**src/rtl/msk_inv_pipe.sv**
```systemverilog
// Elastic masked bitwise-inversion pipeline: inverts share 0 of each element
// selected by in_inv and carries sharings through LAT valid/ready stages.
// Ports: clk, rst_n (async, active-low); in_data/in_inv/in_valid/in_ready,
// rnd (only with MSK_INV_REFRESH_EN), out_data/out_valid/out_ready, occ.
// Optional feature macro: MSK_INV_REFRESH_EN (share refresh on entry).
module msk_inv_pipe #(
    parameter int d     = 2,
    parameter int count = 1,
    parameter int LAT   = 1
) (
    input  logic                     clk,
    input  logic                     rst_n,
    input  logic [count*d-1:0]       in_data,
    input  logic [count-1:0]         in_inv,
    input  logic                     in_valid,
    output logic                     in_ready,
`ifdef MSK_INV_REFRESH_EN
    input  logic [count*(d-1)-1:0]   rnd,
`endif
    output logic [count*d-1:0]       out_data,
    output logic                     out_valid,
    input  logic                     out_ready,
    output logic [$clog2(LAT+1)-1:0] occ
);

    localparam int W  = count * d;
    localparam int OW = $clog2(LAT + 1);

    if (LAT < 1 || LAT > 4) begin : g_bad_lat
        $error("msk_inv_pipe: LAT must be in 1..4");
    end
    if (d < 1 || count < 1) begin : g_bad_dim
        $error("msk_inv_pipe: d and count must be >= 1");
    end
`ifdef MSK_INV_REFRESH_EN
    if (d < 2) begin : g_bad_refresh
        $error("msk_inv_pipe: refresh needs d >= 2");
    end
`endif

    logic [LAT-1:0] v_q, v_d;
    logic [LAT-1:0] adv;
    logic [LAT-1:0] wr;
    logic [W-1:0]   data_q [LAT];
    logic [W-1:0]   data_d [LAT];
    logic [W-1:0]   xform;
    logic [OW-1:0]  occ_q, occ_d;
    logic           in_fire;
    logic           out_fire;

    // Ready chain walks back from out_ready; "free" means the stage
    // downstream of k is empty or moving this cycle.
    always_comb begin
        logic free;
        adv  = '0;
        free = out_ready;
        for (int k = LAT - 1; k >= 0; k--) begin
            adv[k] = v_q[k] & free;
            free   = ~v_q[k] | adv[k];
        end
        in_ready = free;
    end

    assign in_fire  = in_valid & in_ready;
    assign out_fire = adv[LAT-1];

    always_comb begin
        wr    = '0;
        wr[0] = in_fire;
        for (int k = 1; k < LAT; k++) begin
            wr[k] = adv[k-1];
        end
    end

    // Entry transform: only share 0 is touched by the inversion.
    always_comb begin
        xform = in_data;
        for (int i = 0; i < count; i++) begin
            xform[i*d] = in_data[i*d] ^ in_inv[i];
`ifdef MSK_INV_REFRESH_EN
            begin
                logic mix;
                mix = 1'b0;
                for (int j = 1; j < d; j++) begin
                    xform[i*d+j] = in_data[i*d+j] ^ rnd[i*(d-1)+j-1];
                    mix          = mix ^ rnd[i*(d-1)+j-1];
                end
                xform[i*d] = xform[i*d] ^ mix;
            end
`endif
        end
    end

    always_comb begin
        v_d       = (v_q & ~adv) | wr;
        data_d[0] = wr[0] ? xform : data_q[0];
        for (int k = 1; k < LAT; k++) begin
            data_d[k] = wr[k] ? data_q[k-1] : data_q[k];
        end
    end

    always_comb begin
        case ({in_fire, out_fire})
            2'b10:   occ_d = occ_q + OW'(1);
            2'b01:   occ_d = occ_q - OW'(1);
            default: occ_d = occ_q;
        endcase
    end

    always_ff @(posedge clk or negedge rst_n) begin
        if (!rst_n) begin
            v_q   <= '0;
            occ_q <= '0;
            for (int k = 0; k < LAT; k++) begin
                data_q[k] <= '0;
            end
        end else begin
            v_q   <= v_d;
            occ_q <= occ_d;
            for (int k = 0; k < LAT; k++) begin
                data_q[k] <= data_d[k];
            end
        end
    end

    assign out_data  = data_q[LAT-1];
    assign out_valid = v_q[LAT-1];
    assign occ       = occ_q;

endmodule

```
**config.mk**
```make
export PLATFORM = sky130hd
export DESIGN_NAME = msk_inv_pipe
export DESIGN_NICKNAME = d
export VERILOG_FILES = /design/src/rtl/msk_inv_pipe.sv
export SDC_FILE = /design/constraint.sdc
export NUM_CORES = 1
export LEC_CHECK = 0
export BUFFER_PORTS_ARGS = -buffer_cell sky130_fd_sc_hd__buf_2
export CAP_MARGIN = 10
export CELL_PAD_IN_SITES_DETAIL_PLACEMENT = 0
export CELL_PAD_IN_SITES_GLOBAL_PLACEMENT = 1
export CORE_AREA = 2 2 39 41
export DETAILED_ROUTE_END_ITERATION = 6
export DIE_AREA = 0 0 41 43
export HOLD_SLACK_MARGIN = 0.15
export PLACE_DENSITY_LB_ADDON = 0.15
export REMOVE_ABC_BUFFERS = 1
export SLEW_MARGIN = 20
export SYNTH_ARGS = -nofsm -noshare
export SYNTH_HDL_FRONTEND = slang
export SYNTH_SLANG_ARGS = --single-unit
export TNS_END_PERCENT = 50
```
**constraint.sdc**
```tcl
create_clock -name clk -period 1.2 [get_ports clk]
set_clock_uncertainty 0.05 [all_clocks]
set_input_delay 0.24 -clock clk [delete_from_list [all_inputs] [get_ports clk]]
set_output_delay 0.24 -clock clk [all_outputs]
set_load 0.01 [all_outputs]
```
Yosys cells after proc, flatten, opt, wreduce, memory -nomap -nowiden
Cells that the tools add are included.
Widths: inputs -> output; s select.
{"block": "totals", "register_bits": 4, "latchBits": 0, "ram_bits": 0, "romBits": 0, "inputBits": 7, "out_inout_bits": 5, "memories": 0}
{"block": "classes", "add_sub_neg": 2, "n_mul": 0, "div": 0, "magnitude_cmp": 0, "n_eq_ne": 2, "shifts": 0, "n_mux": 1, "bitwise": 8, "n_reduce_logical": 1}
{"op": "$and 1x1->1", "count": 3}
{"op": "$eq 2x1->1 const B", "count": 1}
{"op": "$eq 2x2->1 const B", "count": 1}
{"op": "$not 1->1", "count": 2}
{"op": "$or 1x1->1", "count": 2}
{"op": "$pmux 1 s2", "count": 1}
{"op": "$reduce_bool 2->1", "count": 1}
{"op": "$add 1x1->1 const B", "count": 1}
{"op": "$sub 1x1->1 const B", "count": 1}
{"op": "$xor 1x1->1", "count": 1}

Depth between registers and ports, before layout
{"block": "depth", "word_depth": 5, "mapped_depth": 3, "depth_no_buf": 3}

Worst setup path before layout
No wires, ideal clock.
{"block": "synth_path", "path_kind": "flip-flop to flip-flop", "start": "reg v_q (netlist: out_valid)", "end": "reg data_q (netlist bit out_data[0])", "setup_ns": 0.125, "arrival_time_ns": 0.912, "required_time_ns": 1.025, "path_slack_ns": 0.113, "stages_incl_launch_ff": 4, "path_buffers": 0, "synth_period_minus_slack_ns": 1.087, "cell_sequence": "dfrtp_1 > nand2b_4 > nand2_2 > mux2_4"}
{"block": "synth_via", "elab_chain_len": 3, "word_cells_on_any_way": 4, "cone_classes": "bitwise: 4"}
{"item": "from (decl)", "line": "41", "source": "logic [LAT-1:0] v_q, v_d;"}
{"item": "from (signal assigned)", "line": "118", "source": "v_q <= v_d;"}
{"item": "$and 1x1->1 / $not 1->1 (equally long branches)", "line": "58, 59"}
{"item": "$or 1x1->1 (*)", "line": "59", "source": "free = ~v_q[k] | adv[k];"}
{"item": "net in_ready", "line": "16", "source": "output logic in_ready,"}
{"item": "$and 1x1->1 (*)", "line": "64", "source": "assign in_fire = in_valid & in_ready;"}
{"item": "to (signal, indexed assignment)", "line": "121", "source": "data_q[k] <= data_d[k];"}
{"item": "to (decl)", "line": "44", "source": "logic [W-1:0] data_q [LAT];"}
Mark *: on every way through the listed nets, which the timed path passes. The rest lies on a longest branch.
A chain may end at the register's enable or synchronous reset.

Worst setup path after layout
{"block": "layout_path", "start": "reg v_q (netlist: out_valid)", "end": "out in_ready"}
{"block": "layout_via", "elab_chain_len": 2, "word_cells_on_any_way": 3, "cone_classes": "bitwise: 3"}
{"item": "$and 1x1->1 / $not 1->1 (equally long branches)", "line": "58, 59"}
{"item": "$or 1x1->1 (*)", "line": "59"}
{"item": "to (decl)", "line": "16"}
Every way passes the cells marked *; elsewhere a longest branch is shown, timed or not.

==> flow_metrics.py <==
metrics = {
    "timing": {
        "setup_tns_ns": 0,
        "max_slew_margin": 0.8911,
        "timing.final.ws_setup_ns": 0.04031,
        "worstMarginPinSlew_ns": 0.1589,
        "rsz0062_at_grt": "no",
        "period_share": 0.9664,
        "fmaxAchievable_mhz": 862.3,
        "fin_crit_ns": 1.160,
        "maxSlewViolCount": 0,
        "setup_viol": 0,
        "hold_violations": 0,
    },
    "logic_synthesis": {
        "synth_largest_area_cell": "dfrtp_1",
        "synth_cell_types": 8,
        "synth_warnings": 0,
        "netlist_area_um2": 188.9,
        "synthTopCellsByArea": "dfrtp_1, mux2_4, xor2_1, nand2b_4, mux2i_1",
        "avgSynthCellArea_um2": 14.53,
        "seq_area_frac_synth": 0.5298,
        "synth_cells": 13,
        "synth_top_area_frac": 0.5298,
        "ys_seq_elements": 4,
    },
    "routing": {
        "wirelength_um": 379,
        "ant_nets": 0,
        "drt_first_iter_violations": 1,
        "dr.pass1.iters": 2,
        "wl_per_cell_um": 8.614,
        "viasPerCell": 3.455,
        "num_vias": 152,
        "drc": 0,
    },
    "worst_setup_path": {
        "start_kind": "flop",
        "arrival_ns": 0.87,
        "critical_path_required_ns": 0.91,
        "cp-end-kind": "output pin",
        "path_max_fanout": 4,
        "setup.worst_path.class": "flop to output pin",
    },
    "global_route": {
        "grt_pass1_wl_um": 545,
        "antenna_found_initial": 0,
        "grt_start_max_net_pins": 5,
        "overflow": 0,
        "grt_pass1_vias": 135,
        "track_usage": 0.05847,
    },
    "final_layout": {
        "nets": 37,
        "area_delta_synth_final_pct": 57.62,
        "n_antenna_cell": 0,
        "layout.area.seq_um2": 101.3,
        "drive_gt1_frac": 0.6786,
        "fillers": 156,
        "multi_input_comb_area_um2": 88.84,
    },
    "cts": {
        "cts_max_path_buffers": 2,
        "cts_made_buffers": 3,
        "cts.clk_slew.worst_paths_ns": 0.04,
        "cts_root_buffer": "clkbuf_4",
        "tritoncts": "done",
        "numClockSinks": 4,
        "htree_levels": 1,
        "clkLatencyLatePin_ns": 0.23,
        "cts_setup_buffers": 0,
    },
    "floorplan": {
        "die_y_um": 43,
        "fp.dieArea_mm2": 0.001763,
        "die_w_um": 41,
        "ios": 12,
        "start_util": 0.1365,
        "rows": 14,
        "core_area_mm2": 0.001384,
    },
    "placed_design": {
        "dp_slack_ns": 0.1340,
        "gp_congestion": 0.6100,
        "port_buffers": 11,
    },
    "job": {
        "maxCapViolations": 0,
    },
    "hold_path": {
        "hold_class": "input pin to flop",
    },
    "power_and_ir_drop": {
        "p_per_area_mw_per_mm2": 1556,
        "leakage_nw": 0.1565,
        "peakVddDrop_v": 0.0003342,
    },
    "outcome": {
        "status": "finished clean",
    },
}
-- critical path: stages (launching register included) --
cell,delay [ns]
dfrtp_2,0.43
nand2b_4,0.09
buf_2,0.13
-- synthesized netlist by cell type (all sizes together) --
cell / number
or2b: 1
dfrtp: 4
mux2i: 1
mux2: 2
nand2b: 1
nand2: 2
xor2: 2
-- layout by cell type, fill, tap and decap left out, drive strengths merged --
| cell type | count |
|---|---|
| xor2 | 2 |
| dfrtp | 4 |
| or2b | 1 |
| mux2i | 1 |
| dlygate4sd3 | 1 |
| buf | 11 |
| nand2b | 1 |
| clkbuf | 3 |
| nand2 | 2 |
| mux2 | 2 |
-- state kept, by name, indices dropped and copies added (netlist names) --
register,count
out_data,2
occ,1
out_valid,1
-- metrics by stage --
stage	hold slack, ns	power (mW)	area (um2)	utilization	instances
floorplan	-0.1056	0.2505	188.9	-	13
global placement	0.001700	0.3020	264.0	0.1908	40
detailed placement	-0.001773	0.3041	264.0	0.1908	40
CTS	0.1867	0.4778	296.5	0.2143	44
global route	0.1841	0.4985	297.8	0.2152	44
finish	0.1963	0.4635	297.8	0.2152	44
-- cells by family after synthesis --
logic type | after synthesis | share of synthesized area
xor gates and xnor gates | 2 | 0.09273
DFF | 4 | 0.5298
and+or+nand+nor | 4 | 0.1656
muxes | 3 | 0.2119
-- routing by layer --
layer	vias up	part of all wire	track usage
met1	72	0.37	0.04886
met4	0	0.018	0.1000
met2	5	0.55	0.05938
met3	2	0.053	0.04712
li1	73	-	-
met5	-	0	0
-- final cells by class --
type                       count  area share
clock buffer                   3     0.07563
tap                           16     0.06723
multi-input combinational      9      0.2983
timing repair buffer          12      0.2185
sequential                     4      0.3403
-- final timing paths --
check | from | end | cells after the start | slack [ns]
setup / recovery | out_valid | in_ready | 2 | 0.04
hold / removal | in_data[1] | out_data[1] | 2 | 0.20
hold reg to reg | occ | occ | 1 | 0.41
min in group asynchronous | rst_n | out_data[0] | 2 | 0.29
max in group asynchronous | rst_n | out_valid | 2 | 0.68
setup reg to reg | out_valid | out_data[1] | 3 | 0.14
-- power by group --
part	total, mW	internal, mW	switching [mW]
Clock	0.160	0.111	0.0488
Combinational	0.116	0.0647	0.0515
Sequential	0.187	0.168	0.0193
Total	0.463	0.344	0.120
-- repair_timing --
action | in CTS | in global routing
endpoints found under the hold margin | 4 | 0
setup endpoints to repair | 0 | 1
hold buffers | 1 | 0
resized for setup | 0 | 1
Note: power is estimated with default switching activity, not from simulation.
